[src/rtl/mul_pkg.sv]
// Shared definitions for the long-multiply sequencer and the instruction decoder.
package mul_pkg;

  typedef enum logic [2:0] {
    IDLE  = 3'd0,
    CALC  = 3'd1,
    SIGN  = 3'd2,
    WB_LO = 3'd3,
    WB_HI = 3'd4
  } mul_state_e;

  localparam logic [3:0] ALU_UMULL = 4'b0110;
  localparam logic [3:0] ALU_SMULL = 4'b1000;

  localparam int MUL_WIDTH = 32;
  localparam int CNT_W     = $clog2(MUL_WIDTH);

endpackage

[src/rtl/mul_shift_add_core.sv]
// Unsigned 1-bit-per-cycle shift-add multiplier datapath: acc holds {partial product, multiplier}.
module mul_shift_add_core #(
  parameter int WIDTH = 32
) (
  input  logic               clk,
  input  logic               reset,
  input  logic               load,
  input  logic               step,
  input  logic [WIDTH-1:0]   mcand_in,
  input  logic [WIDTH-1:0]   mplier_in,
  output logic [2*WIDTH-1:0] acc
);

  logic [WIDTH-1:0]   mcand_q;
  logic [2*WIDTH-1:0] acc_q;
  logic [WIDTH:0]     sum;

  // The carry out of the upper-half add becomes the new MSB after the shift.
  always_comb begin
    sum = {1'b0, acc_q[2*WIDTH-1:WIDTH]} + (acc_q[0] ? {1'b0, mcand_q} : '0);
  end

  always_ff @(posedge clk or posedge reset) begin
    if (reset) begin
      mcand_q <= '0;
      acc_q   <= '0;
    end else if (load) begin
      mcand_q <= mcand_in;
      acc_q   <= {{WIDTH{1'b0}}, mplier_in};
    end else if (step) begin
      acc_q   <= {sum, acc_q[WIDTH-1:1]};
    end
  end

  assign acc = acc_q;

endmodule

[src/rtl/mul_sequencer.sv]
// UMULL/SMULL sequencer: magnitude shift-add multiply, sign fix-up, then RdLo/RdHi writeback.
// Handshake: start is a one-cycle request honoured only in IDLE; busy covers CALC..WB_HI.
module mul_sequencer
  import mul_pkg::*;
#(
  parameter int WIDTH = 32
) (
  input  logic             clk,
  input  logic             reset,
  input  logic             start,
  input  logic             is_signed,
  input  logic             set_flags,
  input  logic [WIDTH-1:0] op_a,
  input  logic [WIDTH-1:0] op_b,
  input  logic [3:0]       rd_lo,
  input  logic [3:0]       rd_hi,
  output logic             busy,
  output logic             done,
  output logic             we3,
  output logic [3:0]       wa3,
  output logic [WIDTH-1:0] wd3,
  output logic             flag_we,
  output logic             flag_n,
  output logic             flag_z,
  output logic [2:0]       state_dbg
);

  localparam int CW = (WIDTH > 1) ? $clog2(WIDTH) : 1;
  localparam logic [CW-1:0]      CNT_LAST = CW'(WIDTH - 1);
  localparam logic [2*WIDTH-1:0] ONE2     = 1;
  localparam logic [WIDTH-1:0]   ONE1     = 1;

  mul_state_e         state_q, state_d;
  logic [CW-1:0]      cnt_q;
  logic [3:0]         rd_lo_q, rd_hi_q;
  logic               set_flags_q, neg_q;
  logic [2*WIDTH-1:0] product_q;
  logic [2*WIDTH-1:0] acc;
  logic [WIDTH-1:0]   mag_a, mag_b;
  logic               accept;

  assign accept = (state_q == IDLE) && start;

  // The most negative value maps onto itself, which is its correct unsigned magnitude.
  assign mag_a = (is_signed && op_a[WIDTH-1]) ? (~op_a + ONE1) : op_a;
  assign mag_b = (is_signed && op_b[WIDTH-1]) ? (~op_b + ONE1) : op_b;

  mul_shift_add_core #(.WIDTH(WIDTH)) u_core (
    .clk       (clk),
    .reset     (reset),
    .load      (accept),
    .step      (state_q == CALC),
    .mcand_in  (mag_a),
    .mplier_in (mag_b),
    .acc       (acc)
  );

  always_ff @(posedge clk or posedge reset) begin
    if (reset) begin
      state_q     <= IDLE;
      cnt_q       <= '0;
      rd_lo_q     <= '0;
      rd_hi_q     <= '0;
      set_flags_q <= 1'b0;
      neg_q       <= 1'b0;
      product_q   <= '0;
    end else begin
      state_q <= state_d;
      if (accept) begin
        cnt_q       <= '0;
        rd_lo_q     <= rd_lo;
        rd_hi_q     <= rd_hi;
        set_flags_q <= set_flags;
        neg_q       <= is_signed & (op_a[WIDTH-1] ^ op_b[WIDTH-1]);
      end else if (state_q == CALC) begin
        cnt_q <= cnt_q + CW'(1);
      end
      if (state_q == SIGN) begin
        product_q <= neg_q ? (~acc + ONE2) : acc;
      end
    end
  end

  always_comb begin
    state_d = state_q;
    case (state_q)
      IDLE:    if (start) state_d = CALC;
      CALC:    if (cnt_q == CNT_LAST) state_d = SIGN;
      SIGN:    state_d = WB_LO;
      WB_LO:   state_d = WB_HI;
      WB_HI:   state_d = IDLE;
      default: state_d = IDLE;
    endcase
  end

  always_comb begin
    busy    = (state_q != IDLE);
    done    = 1'b0;
    we3     = 1'b0;
    wa3     = '0;
    wd3     = '0;
    flag_we = 1'b0;
    flag_n  = 1'b0;
    flag_z  = 1'b0;
    case (state_q)
      WB_LO: begin
        we3 = 1'b1;
        wa3 = rd_lo_q;
        wd3 = product_q[WIDTH-1:0];
      end
      WB_HI: begin
        we3     = 1'b1;
        wa3     = rd_hi_q;
        wd3     = product_q[2*WIDTH-1:WIDTH];
        done    = 1'b1;
        flag_we = set_flags_q;
        flag_n  = set_flags_q & product_q[2*WIDTH-1];
        flag_z  = set_flags_q & (product_q == '0);
      end
      default: ;
    endcase
  end

  assign state_dbg = state_q;

endmodule

[config.mk]
export PLATFORM = sky130hd
export DESIGN_NAME = mul_sequencer
export DESIGN_NICKNAME = d
export VERILOG_FILES = /design/src/rtl/mul_pkg.sv /design/src/rtl/mul_shift_add_core.sv /design/src/rtl/mul_sequencer.sv
export SDC_FILE = /design/constraint.sdc
export NUM_CORES = 1
export LEC_CHECK = 0
export ABC_CLOCK_PERIOD_IN_PS = 8300
export CORE_ASPECT_RATIO = 2
export CORE_MARGIN = 2
export CORE_UTILIZATION = 40
export CTS_BUF_LIST = sky130_fd_sc_hd__clkbuf_16
export DETAILED_ROUTE_END_ITERATION = 8
export PLACE_DENSITY = 0.57
export SLEW_MARGIN = 0
export SYNTH_ARGS = -nofsm -noshare
export SYNTH_HDL_FRONTEND = slang
export SYNTH_HIERARCHICAL = 1
export SYNTH_SLANG_ARGS = --single-unit
[constraint.sdc]
create_clock -name clk -period 8.3 [get_ports clk]
set_input_delay 2.075 -clock clk [delete_from_list [all_inputs] [get_ports clk]]
set_output_delay 2.075 -clock clk [all_outputs]
set_load 0.05 [all_outputs]
Word-level counts from Yosys, hierarchy flattened
Index checks and enable logic that the tools add are counted.
{"block": "classes", "n_addsub": 5, "n_eq_ne": 7, "n_mux": 18, "bitwise": 7, "n_reduce_logical": 9}
{"operator": "two-way mux 64 bit", "count": 3}
{"operator": "two-way mux 32 bit", "count": 3}
{"operator": "adder 32 x 1 -> 32 bit, second input constant", "count": 2}
{"operator": "adder 64 x 1 -> 64 bit, second input constant", "count": 1}
{"operator": "zero test 64 bit", "count": 1}
{"operator": "inverter 32 bit", "count": 2}
{"operator": "inverter 64 bit", "count": 1}
{"operator": "one-hot mux 32 bit (2 select lines)", "count": 1}
{"operator": "adder 32 x 33 -> 33 bit", "count": 1}
{"operator": "one-hot mux 3 bit (4 select lines)", "count": 1}
{"operator": "two-way mux 5 bit", "count": 2}
{"operator": "one-hot mux 4 bit (2 select lines)", "count": 1}
{"operator": "== test 3 x 2 -> 1 bit, second input constant", "count": 2}
{"operator": "two-way mux 3 bit", "count": 2}
{"operator": "adder 5 x 1 -> 5 bit, second input constant", "count": 1}
{"operator": "== test 5 bit, second input constant", "count": 1}
{"operator": "two-way mux 1 bit", "count": 5}
{"operator": "!= test 2 bit, second input constant", "count": 2}
{"operator": "bitwise AND 1 bit", "count": 3}
{"operator": "== test 3 x 1 -> 1 bit, second input constant", "count": 1}
{"operator": "== test 3 bit, second input constant", "count": 1}
{"operator": "logical AND 1 bit", "count": 3}
{"operator": "zero test 3 bit", "count": 1}
{"operator": "nonzero test 3 bit", "count": 1}
{"operator": "other kinds (4)", "count": 4}
{"block": "word_totals", "register_bits": 178, "output_inout_bits": 45, "word_cells": 55}

Depth between registers and ports, before layout
{"block": "logic_depth", "ltp_word": 4, "ltp_mapped": 13, "depth_no_buf": 12}

Modules after synthesis
Netlist, hierarchy kept.
{"mod": "mul_sequencer", "instances": 1, "cells_per_inst": 747, "area_each_um2": 6259.8}
{"mod": "mul_shift_add_core", "instances": 1, "cells_per_inst": 597, "area_each_um2": 5823.1}

Worst setup path after synthesis
No wires, ideal clock.
{"block": "synth_path", "kind": "reg2out", "startpoint": "reg state_q[0] (netlist: state_dbg[0])", "endpoint": "out wa3[1]", "arrival_ns": 2.311, "required_time_ns": 6.225, "setup_slack_ns": 3.914, "path_stages_with_launch": 5, "path_cell_list": "dfrtp_1 -> clkbuf_1 -> nor3b_1 -> clkbuf_1 -> a22o_1"}
{"block": "synth_between", "elab_chain_len": 2, "elab_cells_between_ends": 3, "classes_between": "eq/ne (2); mux (1)"}
{"element": "start: declaration", "line": "mul_sequencer.sv:33", "rtl": "mul_state_e state_q, state_d;"}
{"element": "start signal: assignment", "line": "mul_sequencer.sv:68", "rtl": "state_q <= state_d;"}
{"element": "== test 3 bit / == test 3 x 2 -> 1 bit (equally long branches)", "line": "mul_sequencer.sv:105", "rtl": "case (state_q)"}
{"element": "one-hot mux 4 bit (2 select lines) *", "line": "mul_sequencer.sv:105"}
{"element": "end: declaration", "line": "mul_sequencer.sv:20", "rtl": "output logic [3:0] wa3,"}
Every way passes the cells marked *; elsewhere a longest branch is shown, timed or not.

Worst setup path in the final report
{"block": "layout_path", "startpoint": "reg product_q[9]", "endpoint": "out flag_z"}
{"block": "layout_between", "elab_chain_len": 3}
{"element": "start: declaration", "line": "mul_sequencer.sv:37", "rtl": "logic [2*WIDTH-1:0] product_q;"}
{"element": "start signal: assignment", "line": "mul_sequencer.sv:79", "rtl": "product_q <= neg_q ? (~acc + ONE2) : acc;"}
{"element": "zero test 64 bit", "line": "mul_sequencer.sv:118", "rtl": "flag_z = set_flags_q & (product_q == '0);"}
{"element": "bitwise AND 1 bit", "line": "mul_sequencer.sv:118"}
{"element": "two-way mux 1 bit", "line": "mul_sequencer.sv:105"}
{"element": "end: declaration", "line": "mul_sequencer.sv:24", "rtl": "output logic flag_z,"}
No other way between the ends.

==> run metrics <==
status finished, final reports clean; Max VDD drop roughly 200 uV; GR Util All Layers 21.4%; global-route wire length before repair 54,200 um; critical path class flip-flop to output pin; Hold/Removal Path Class flip-flop to flip-flop; TritonRoute pass-1 iters 7; setup TNS 0 ns; total CTS buffers 17; clk buf depth 2; synthesis-to-layout area growth 16.7%; Synth top area share 36.9%; syn avg cell area 8.99 sq um; CTS tree yes; syn nets 1,459; synth cell count leaders dfrtp_1, nand2_1, o21ai_0; main combinational cell family by area after synthesis simple AND/OR/NAND/NOR gates; Post-Synth Simple-Gate Area roughly a fifth; clock slew at reported path FFs 0.07 ns; fraction of layout cells with a size suffix above 1 8.14%; Tmin final around 5.1 ns; post-synthesis cell type count 74; final count of pins violating max slew 0; Worst EP required 6.23 ns; most frequent cell after synthesis dfrtp_1; total power approximately 5100 uW; Critical Path Sink flag_z; Critical Path Source product_q[9]$_DFFE_PP0N_; XOR/XNOR Fraction of Synth Area 10.7%; post-cts repair resize count 0; Compound-Gate Fraction of Synth Area 18.6%; post-place setup slack roughly 3.3 ns; synthesized area 0.0121 sq mm; Max-Cap Viols 0; core box area 0.0300 sq mm; via count 10,231; Tcrit/Tclk final 61.7%; gpl congestion ~0.88; Area contributors post-synth dfrtp_1, xor2_1, o21ai_0; vias in the first global route 10,113; multiplexer share of the synthesized area 7.88%; Final Hold Violating Endpoints 0; Worst R2R Start u_core/acc[0]$_DFFE_PP0P_; Worst-Margin Slew 1.07 ns; vias per std cell 5.67; diode count 0; nets@finish 1,540; worst skew pair latency about 0.45 ns; Clock Tree Root clkbuf_16; Fin Hold WS 0.500 ns; Total Wirelength 33,700 um; register area share after synthesis 36.9%; Ports 122; Die Height approximately 250 um; ys async rst share 100%; GRT overflow 0; endpoint class of the critical path output pin; leading area contributor after synthesis dfrtp_1; initial core utilization 40.3%; die width between 100 and 150 um; Reg2Reg Depth 13; Post-DP HPWL 25,900 um; Final setup viols 0; critical path arrival just over 3 ns; flops & latches, synth approximately 180; DRC 0; unrepaired setup endpoints after global routing false; Post-CTS Setup Bufs 0; synthesis warning total 6; reg2reg setup slack 3.90 ns; PwrDens between 300 and 400 mW/mm^2; Worst slew margin 28.5%; CTS Hold Bufs 0; DRT iter0 DRCs 666; Clock Skew 0.0122 ns; Routed WL per cell between 15 and 20 um; synthesized instance count 1,344; initial antenna violation count 0; reg-to-reg endpoint u_core/acc[59]$_DFFE_PP0P_; htree depth 4; IO Port Bufs 121; PnR worst setup slack 3.18 ns; Static Leak 0.00602 uW; Max Fanout on Critical Path 3; Post-synth top flop dfrtp_1; Achievable Freq 195 MHz; Rows 90; Detail Route Antenna Nets 0; Die ar. 0.0317 sq mm; EDFF count, synth 0; Adder-Cell Fraction of Synth Area about 4.0%; TritonCTS Sinks 178; largest net degree at the start of global routing 129; Worst setup SP type flip-flop
## routing by layer
layer,wire [um],vias up,track usage [%],part of all wire [%]
li1,-,5032,-,-
met3,1220,45,3.13,3.6
met2,17000,250,36.9,50
met1,14600,4904,27.0,43
met4,986,0,8.13,2.9
met5,0,-,0,0
## area by class of cell
| class | count | area (sq um) |
|---|---|---|
| well taps | 368 | 460 |
| multi-input cells | 1075 | 7290 |
| repair buffers | 131 | 1290 |
| clock buffers | 17 | 425 |
| fillers | 2934 | 15900 |
| flip-flops and latches | 178 | 4450 |
| clock inverters | 15 | 96.3 |
| inverters | 22 | 85.1 |
## state kept, by name, indices dropped and copies added (netlist names)
signal	count
u_core/mcand_q	32
product_q	64
state_dbg	3
rd_lo_q	4
rd_hi_q	4
set_flags_q	1
cnt_q	5
u_core/acc	64
neg_q	1
## worst max-delay path, stage by stage, from the launching register on
cell and delay [ns]:
dfrtp_1 0.41, nor4_1 0.56, nand4_1 0.16, nor4_1 0.48, and2_1 0.19, clkdlybuf4s50_1 0.79
## worst min-delay path by stage
| stage | from | depth (start not counted) | endpoint | slack (ns) |
|---|---|---|---|---|
| global placement | u_core/mcand_q[4]$_DFFE_PP0P_ | 1 | u_core/mcand_q[4]$_DFFE_PP0P_ | 0.49 |
| CTS | u_core/mcand_q[5]$_DFFE_PP0P_ | 1 | u_core/mcand_q[5]$_DFFE_PP0P_ | 0.50 |
| finish | u_core/mcand_q[24]$_DFFE_PP0P_ | 1 | u_core/mcand_q[24]$_DFFE_PP0P_ | 0.50 |
| floorplan | product_q[17]$_DFFE_PP0N_ | 2 | product_q[17]$_DFFE_PP0N_ | 0.47 |
| global route | u_core/mcand_q[5]$_DFFE_PP0P_ | 1 | u_core/mcand_q[5]$_DFFE_PP0P_ | 0.52 |
| detailed placement | u_core/mcand_q[24]$_DFFE_PP0P_ | 1 | u_core/mcand_q[24]$_DFFE_PP0P_ | 0.49 |
## power breakdown
group	leakage, uW	switching (uW)	internal (uW)
Sequential	0.00226	468	1260
Clock	0.000253	356	379
Combinational	0.00350	1470	1120
Total	0.00602	2300	2760
## cell usage in the layout, fill, tap and decap left out, types with 11 or more instances in the layout
cell,n
o21ai_0,147
xor2_1,115
a21o_1,14
nor3_1,20
nand2_1,156
and2_1,38
nand3_1,16
inv_1,23
ha_1,37
clkdlybuf4s50_1,121
nand4_1,16
a22o_1,36
nor2_1,77
nor4_1,26
xnor2_1,32
or4_1,11
clkbuf_16,17
dfrtp_1,178
o31ai_1,35
mux2_2,41
o41ai_1,13
mux2i_1,49
a21oi_1,60
or3_1,18
## stage by stage
step / instance area [sq um] / utilization [%] / std cells
after global placement: 13600 / 45.3 / 1774
after floorplan: 12100 / - / 1344
after CTS: 14100 / 47.1 / 1806
final: 14100 / 47.1 / 1806
after detailed placement: 13600 / 45.3 / 1774
after global routing: 14100 / 47.1 / 1806
## kinds of logic after synthesis
logic type	after synthesis
adder cells (fa/ha/maj)	38
AND/OR/NAND/NOR	444
flip-flops	178
XOR/XNOR	147
AO/OA/AOI/OAI	356
multiplexers	90
buffers and inverters	91
(Power assumes the default switching activity.)
